**config.mk**
```make
export PLATFORM = sky130hd
export DESIGN_NAME = tl_a_arbiter
export DESIGN_NICKNAME = d
export VERILOG_FILES = /design/src/rtl/tl_a_arbiter_pkg.sv /design/src/rtl/tl_a_arbiter_picker.sv /design/src/rtl/tl_a_arbiter.sv
export SDC_FILE = /design/constraint.sdc
export NUM_CORES = 1
export LEC_CHECK = 0
export BUFFER_PORTS_ARGS = -buffer_cell sky130_fd_sc_hd__buf_4
export CORE_AREA = 2 2 247 249
export DETAILED_ROUTE_END_ITERATION = 8
export DIE_AREA = 0 0 249 251
export SYNTH_ARGS = -nofsm -noshare
export SYNTH_HDL_FRONTEND = slang
export SYNTH_SLANG_ARGS = --single-unit
```
**constraint.sdc**
```tcl
create_clock -name clock -period 7.4 [get_ports clock]
set_input_delay 1.48 -clock clock [delete_from_list [all_inputs] [get_ports clock]]
set_output_delay 1.48 -clock clock [all_outputs]
set_load 0.01 [all_outputs]
```
**src/rtl/tl_a_arbiter_pkg.sv**
```systemverilog
// TileLink A-channel payload, opcode constants and beat-count helpers.
// No timing or backpressure of its own.
package tl_a_arbiter_pkg;

    localparam int DATA_BITS     = 64;
    localparam int LG_BEAT_BYTES = $clog2(DATA_BITS / 8);

    localparam logic [2:0] PUT_FULL_DATA    = 3'd0;
    localparam logic [2:0] PUT_PARTIAL_DATA = 3'd1;
    localparam logic [2:0] ARITHMETIC_DATA  = 3'd2;
    localparam logic [2:0] LOGICAL_DATA     = 3'd3;
    localparam logic [2:0] GET              = 3'd4;
    localparam logic [2:0] INTENT           = 3'd5;
    localparam logic [2:0] ACQUIRE_BLOCK    = 3'd6;
    localparam logic [2:0] ACQUIRE_PERM     = 3'd7;

    typedef struct packed {
        logic [2:0]  opcode;
        logic [2:0]  param;
        logic [3:0]  size;
        logic [7:0]  source;
        logic [31:0] address;
        logic [7:0]  mask;
        logic [63:0] data;
        logic        corrupt;
    } tl_a_bundle_t;

    typedef enum logic {
        ST_IDLE  = 1'b0,
        ST_BURST = 1'b1
    } arb_state_e;

    function automatic logic tl_has_data(input logic [2:0] opcode);
        return opcode <= LOGICAL_DATA;
    endfunction

    // size is log2(bytes); anything up to one beat's width is a single beat
    function automatic logic [15:0] tl_num_beats(input logic [2:0] opcode, input logic [3:0] size);
        logic [15:0] beats;
        beats = 16'd1;
        if (tl_has_data(opcode) && (size > 4'(LG_BEAT_BYTES))) begin
            beats = 16'd1 << (size - 4'(LG_BEAT_BYTES));
        end
        return beats;
    endfunction

endpackage

```
**src/rtl/tl_a_arbiter_picker.sv**
```systemverilog
// Round-robin priority picker: first request strictly after rr_ptr, wrapping.
// Purely combinational; no backpressure handling.
module tl_rr_picker #(
    parameter int N = 4,
    localparam int IW = (N > 1) ? $clog2(N) : 1
) (
    input  logic [N-1:0]  req,
    input  logic [IW-1:0] rr_ptr,
    output logic [N-1:0]  grant,
    output logic [IW-1:0] idx,
    output logic          any
);

    always_comb begin
        logic [IW-1:0] cand;
        grant = '0;
        idx   = '0;
        any   = 1'b0;
        cand  = '0;
        for (int k = 1; k <= N; k++) begin
            cand = IW'((int'(rr_ptr) + k) % N);
            if (!any && req[cand]) begin
                any         = 1'b1;
                idx         = cand;
                grant[cand] = 1'b1;
            end
        end
    end

endmodule

```
**src/rtl/tl_a_arbiter.sv**
```systemverilog
// Round-robin merge of NUM_CLIENTS TileLink A streams; multi-beat bursts hold the grant.
// Zero latency; in_ready is out_ready steered to the granted client only.
module tl_a_arbiter
    import tl_a_arbiter_pkg::*;
#(
    parameter int NUM_CLIENTS = 4,
    parameter int BEAT_CNT_W  = 8,
    localparam int IW = $clog2(NUM_CLIENTS)
) (
    input  logic                              clock,
    input  logic                              reset,
    input  logic [NUM_CLIENTS-1:0]            in_valid,
    output logic [NUM_CLIENTS-1:0]            in_ready,
    input  tl_a_bundle_t [NUM_CLIENTS-1:0]    in_bits,
    output logic                              out_valid,
    input  logic                              out_ready,
    output tl_a_bundle_t                      out_bits,
    output logic [NUM_CLIENTS-1:0]            out_grant,
    output logic                              out_last
);

    arb_state_e            state_q, state_d;
    logic [IW-1:0]         rr_ptr_q, rr_ptr_d;
    logic [IW-1:0]         lock_q, lock_d;
    logic [BEAT_CNT_W-1:0] cnt_q, cnt_d;

    logic [NUM_CLIENTS-1:0] pick_grant;
    logic [IW-1:0]          pick_idx;
    logic                   pick_any;
    logic [15:0]            pick_beats;
    logic [IW-1:0]          sel_idx;
    logic                   fire;

    tl_rr_picker #(.N(NUM_CLIENTS)) u_picker (
        .req    (in_valid),
        .rr_ptr (rr_ptr_q),
        .grant  (pick_grant),
        .idx    (pick_idx),
        .any    (pick_any)
    );

    assign pick_beats = tl_num_beats(in_bits[pick_idx].opcode, in_bits[pick_idx].size);
    assign fire       = out_valid & out_ready;

    always_ff @(posedge clock or posedge reset) begin
        if (reset) begin
            state_q  <= ST_IDLE;
            rr_ptr_q <= IW'(NUM_CLIENTS - 1);
            lock_q   <= '0;
            cnt_q    <= '0;
        end else begin
            state_q  <= state_d;
            rr_ptr_q <= rr_ptr_d;
            lock_q   <= lock_d;
            cnt_q    <= cnt_d;
        end
    end

    always_comb begin
        state_d  = state_q;
        rr_ptr_d = rr_ptr_q;
        lock_d   = lock_q;
        cnt_d    = cnt_q;
        if (fire) begin
            if (state_q == ST_IDLE) begin
                rr_ptr_d = pick_idx;
                if (pick_beats != 16'd1) begin
                    state_d = ST_BURST;
                    lock_d  = pick_idx;
                    cnt_d   = BEAT_CNT_W'(pick_beats - 16'd1);
                end
            end else begin
                cnt_d = cnt_q - 1'b1;
                if (cnt_q == BEAT_CNT_W'(1)) begin
                    state_d = ST_IDLE;
                end
            end
        end
    end

    // Reset gates the handshake outputs combinationally so nothing fires while held.
    always_comb begin
        sel_idx   = pick_idx;
        out_valid = 1'b0;
        out_last  = 1'b0;
        out_grant = '0;
        if (state_q == ST_BURST) begin
            sel_idx   = lock_q;
            out_valid = in_valid[lock_q];
            out_last  = in_valid[lock_q] && (cnt_q == BEAT_CNT_W'(1));
        end else begin
            out_valid = pick_any;
            out_last  = pick_any && (pick_beats == 16'd1);
        end
        if (out_valid) begin
            out_grant[sel_idx] = 1'b1;
        end
        if (reset) begin
            out_valid = 1'b0;
            out_last  = 1'b0;
            out_grant = '0;
        end
        out_bits = in_bits[sel_idx];
        in_ready = out_ready ? out_grant : '0;
    end

endmodule

```
==> results.txt <==
Clock latency on the worst-skew pair, taken at its later pin, is 0.24 ns. Using the TritonRoute via totals, the vias-per-cell ratio works out to 4.06. The run gives 0 as the final hold violation count. The share of flip-flops with an asynchronous set or reset after synthesis was 100%; the number of setup violations in the final report was 0. The net count reported at finish came out at 2,058.

For the pin with the worst max-slew slack, the measured transition is 1.15 ns. The critical path launch point type was an input port. The number of setup buffers added after CTS is 0. The floorplan step defined a die boundary enclosing 0.0625 mm². Maximum fanout along the worst path: 11. The number of maximum-capacitance violations was 0. The tools report the total of warnings raised by yosys as 0.

TritonCTS built the clock tree. In the detailed route, the total length drawn on met3 is 3.41 mm. Leaving out fill and tap cells, the most frequent cell in the layout is sky130_fd_sc_hd__buf_4.

The deepest clock path buffer count was 2; the signed area change from the synthesized netlist to the final layout was 105%. The fraction of power spent switching nets works out to 59.1%. The post-route netlist has 43.1% of its cells at a drive strength greater than 1. The final critical path takes up 82.8% of the cycle. For the number of global-route vias before repair, the log shows 8,957. The worst setup path is of the in2out kind. In this run the horizontal extent of the chip is 249 µm. Final total negative setup slack: 0 ns.

For this run, the leading register cell type out of synthesis is sky130_fd_sc_hd__dfrtp_1. Before CTS, the worst setup slack after placement is 1.33 ns. The clock network fraction of total power was 1.9%.

The number of synthesized register bits is 13. Yosys mapped a number of flops with a built-in enable equal to 0. The maximum level of the CTS H-tree was 1; the global-route congestion overflow total was 0. The internal portion of the total power is 2160 µW. The routed design has 41.7 mm of wire. The post-synth design cell area was 0.00530 mm²; the proportion of power drawn by combinational gates was 94.8%. The mean instance size in the synthesized netlist was 5.28 µm²; the synthesized netlist net count was 1,507.

Setup slack on the worst reg-to-reg path comes out at 3.50 ns. The filler cell count came out at 6,936. In this run the worst hold path is classified as reg2reg. The final critical-path required period is 6.13 ns. For this design the top-level I/O count stands at 632. Number of buffers added on ports: 631. After detailed routing, no signal wire sits above met5. The number of antenna violations at the first check in global routing is 7, and the critical path required time is 5.92 ns. Before antenna repair, the detailed router went through 5 iterations.

In this run the core area contains 90 standard-cell rows. The run gives 0 as the remaining design rule violation count. The vertical extent of the die was 251 µm; the part of the power in registers was 3.3%. For this configuration, the core starts out at a cell density of 8.86%. The first global-routing pass estimated 57.9 mm of wire. The clock slew seen by the registers of the worst setup and hold paths was 0.04 ns. VDD sags by at most 0.643 mV. The detailed-route wire length per cell is 17.8 µm, and the highest clock frequency the design can meet is 163 MHz. In this run the remaining antenna-violating nets after routing total 0.

Data arrives at the worst endpoint at 4.65 ns. The buffer cell driving the clock tree root is sky130_fd_sc_hd__clkbuf_16. Hold repair after CTS inserted 0 buffers.

Worst setup slack after layout: 1.27 ns. For this run, the register share of the synthesized area comes to 6.19%. Setup repair after global routing left no endpoint under its margin. The number of instances in the synthesized netlist is 1,004, and the placeable core region is 0.0598 mm².

The largest clock skew in the final design was 0.00123 ns. The number of vias after detailed routing came out at 9,510. The logs give 16.3 mm for the wire length the detailed router placed on met1 and 13 for the sink count of the clock tree. The top cell types in the final layout, fill and taps aside, are 635 x sky130_fd_sc_hd__buf_4, 505 x sky130_fd_sc_hd__nand2_1, 126 x sky130_fd_sc_hd__a31oi_1, 123 x sky130_fd_sc_hd__and3_1, 17 x sky130_fd_sc_hd__inv_1. In this run the tightest slew margin relative to its limit is 23.1%.

In this run, post-CTS repair resized a total of 0 instances. The worst setup path is captured at an output pin. The power per standard cell area works out to 488 mW/mm².

The number of distinct library cells after synthesis is 68. The number of buffers inserted during clock tree synthesis was 3; the final weighted congestion in routability-driven placement was 0.869. Summed over all nets, wire length on met2 after detailed routing comes to 20.1 mm.

After legalization and detailed placement, the total HPWL measured 34.7 mm. The total routing resource utilization after global routing is 12.1%, and the reported net switching power is 3130 µW. The logs give 0 for the number of max-slew violations in the final report and 0.00554 µW for the leakage power summed over all cells.

The pin count of the biggest net entering global routing came out at 159. The run finished with clean final reports. The detailed router finished its first iteration with 665 violations.
==> critical path, stage by stage <==
cell	delay, ns
sky130_fd_sc_hd__buf_4	0.11
sky130_fd_sc_hd__nand3b_1	0.10
sky130_fd_sc_hd__a31oi_1	0.93
sky130_fd_sc_hd__o221ai_1	0.29
sky130_fd_sc_hd__a2bb2o_2	0.38
sky130_fd_sc_hd__nor2_1	0.10
sky130_fd_sc_hd__nand2_1	0.09
sky130_fd_sc_hd__ha_1	0.21
sky130_fd_sc_hd__nor2b_1	0.13
sky130_fd_sc_hd__o311ai_2	0.28
sky130_fd_sc_hd__o41a_1	0.34
sky130_fd_sc_hd__nor2_1	0.06
sky130_fd_sc_hd__buf_4	0.15
==> Yosys cell counts (all sizes together), types with 5 or more instances <==
cell type / n / area share (%)
dfrtp: 11 / 5.2
a31oi: 126 / 15
and3: 123 / 15
o21ai: 8 / 0.76
mux2: 5 / 1.2
buf: 14 / 2.1
nand2: 507 / 36
o311ai: 11 / 2.1
o2111ai: 5 / 0.83
inv: 17 / 1.2
clkbuf: 80 / 5.7
o31ai: 5 / 0.97
nor2: 17 / 1.3
nor3: 6 / 0.66
nand3: 5 / 0.47
==> path summary, 6_finish.rpt <==
check / from / to / depth (start not counted)
max: in_valid[3] / out_last / 13
min: cnt_q[6] / cnt_q[6] / 1
max reg2reg: rr_ptr_q[1] / cnt_q[2] / 10
min reg2reg: cnt_q[6] / cnt_q[6] / 1
max in group asynchronous: reset / rr_ptr_q[0] / 2
min in group asynchronous: reset / lock_q[0] / 2
==> logic make-up (layout without fill, tap and decap cells) <==
| family | count (synthesis) | after routing | share of synthesized area (%) |
|---|---|---|---|
| and+or+nand+nor | 678 | 678 | 56.0 |
| AOI/OAI and AO/OA | 188 | 188 | 25.6 |
| buffers and inverters | 112 | 662 | 9.09 |
| DFF | 13 | 13 | 6.19 |
| muxes | 8 | 8 | 2.08 |
| adders and majority gates | 4 | 4 | 0.945 |
| xor gates and xnor gates | 1 | 1 | 0.165 |
| other | 0 | 4 | 0 |
==> flip-flops by register name, indices dropped and copies added (netlist names) <==
signal	flops
cnt_q	8
lock_q	2
rr_ptr_q	2
state_q	1
==> area by class of cell <==
class                      count  area, µm²  share of cell area [%]
antenna                        4       10.0                  0.0922
clock buffer                   4       78.8                   0.726
timing repair buffer         640       4870                    44.8
inverter                      18       67.6                   0.623
multi-input combinational    879       4520                    41.7
tap                          782        978                    9.02
sequential                    13        328                    3.02
==> power groups by stage <==
| stage | Sequential, µW | Clock, µW | Combinational (µW) |
|---|---|---|---|
| global placement | 171 | 0 | 5120 |
| CTS | 172 | 104 | 5120 |
| global route | 181 | 108 | 5440 |
| floorplan | 134 | 0 | 2650 |
| finish | 174 | 103 | 5020 |
| detailed placement | 172 | 0 | 5110 |
==> stage by stage <==
step,hold slack [ns],power [µW],cells,area [µm²],utilization (%)
detailed placement,0.482,5280,2332,10800,18.0
finish,0.488,5300,2340,10900,18.2
floorplan,0.458,2780,1004,5300,-
global route,0.514,5730,2338,10800,18.1
CTS,0.491,5400,2336,10800,18.1
global placement,0.474,5290,2332,10800,18.0
==> layer usage <==
layer,vias up,global-route usage [%]
met3,57,2.40
met2,535,21.3
li1,4569,-
met5,-,0
met1,4343,14.4
met4,6,5.11
Power figures use the tool's default switching activity.
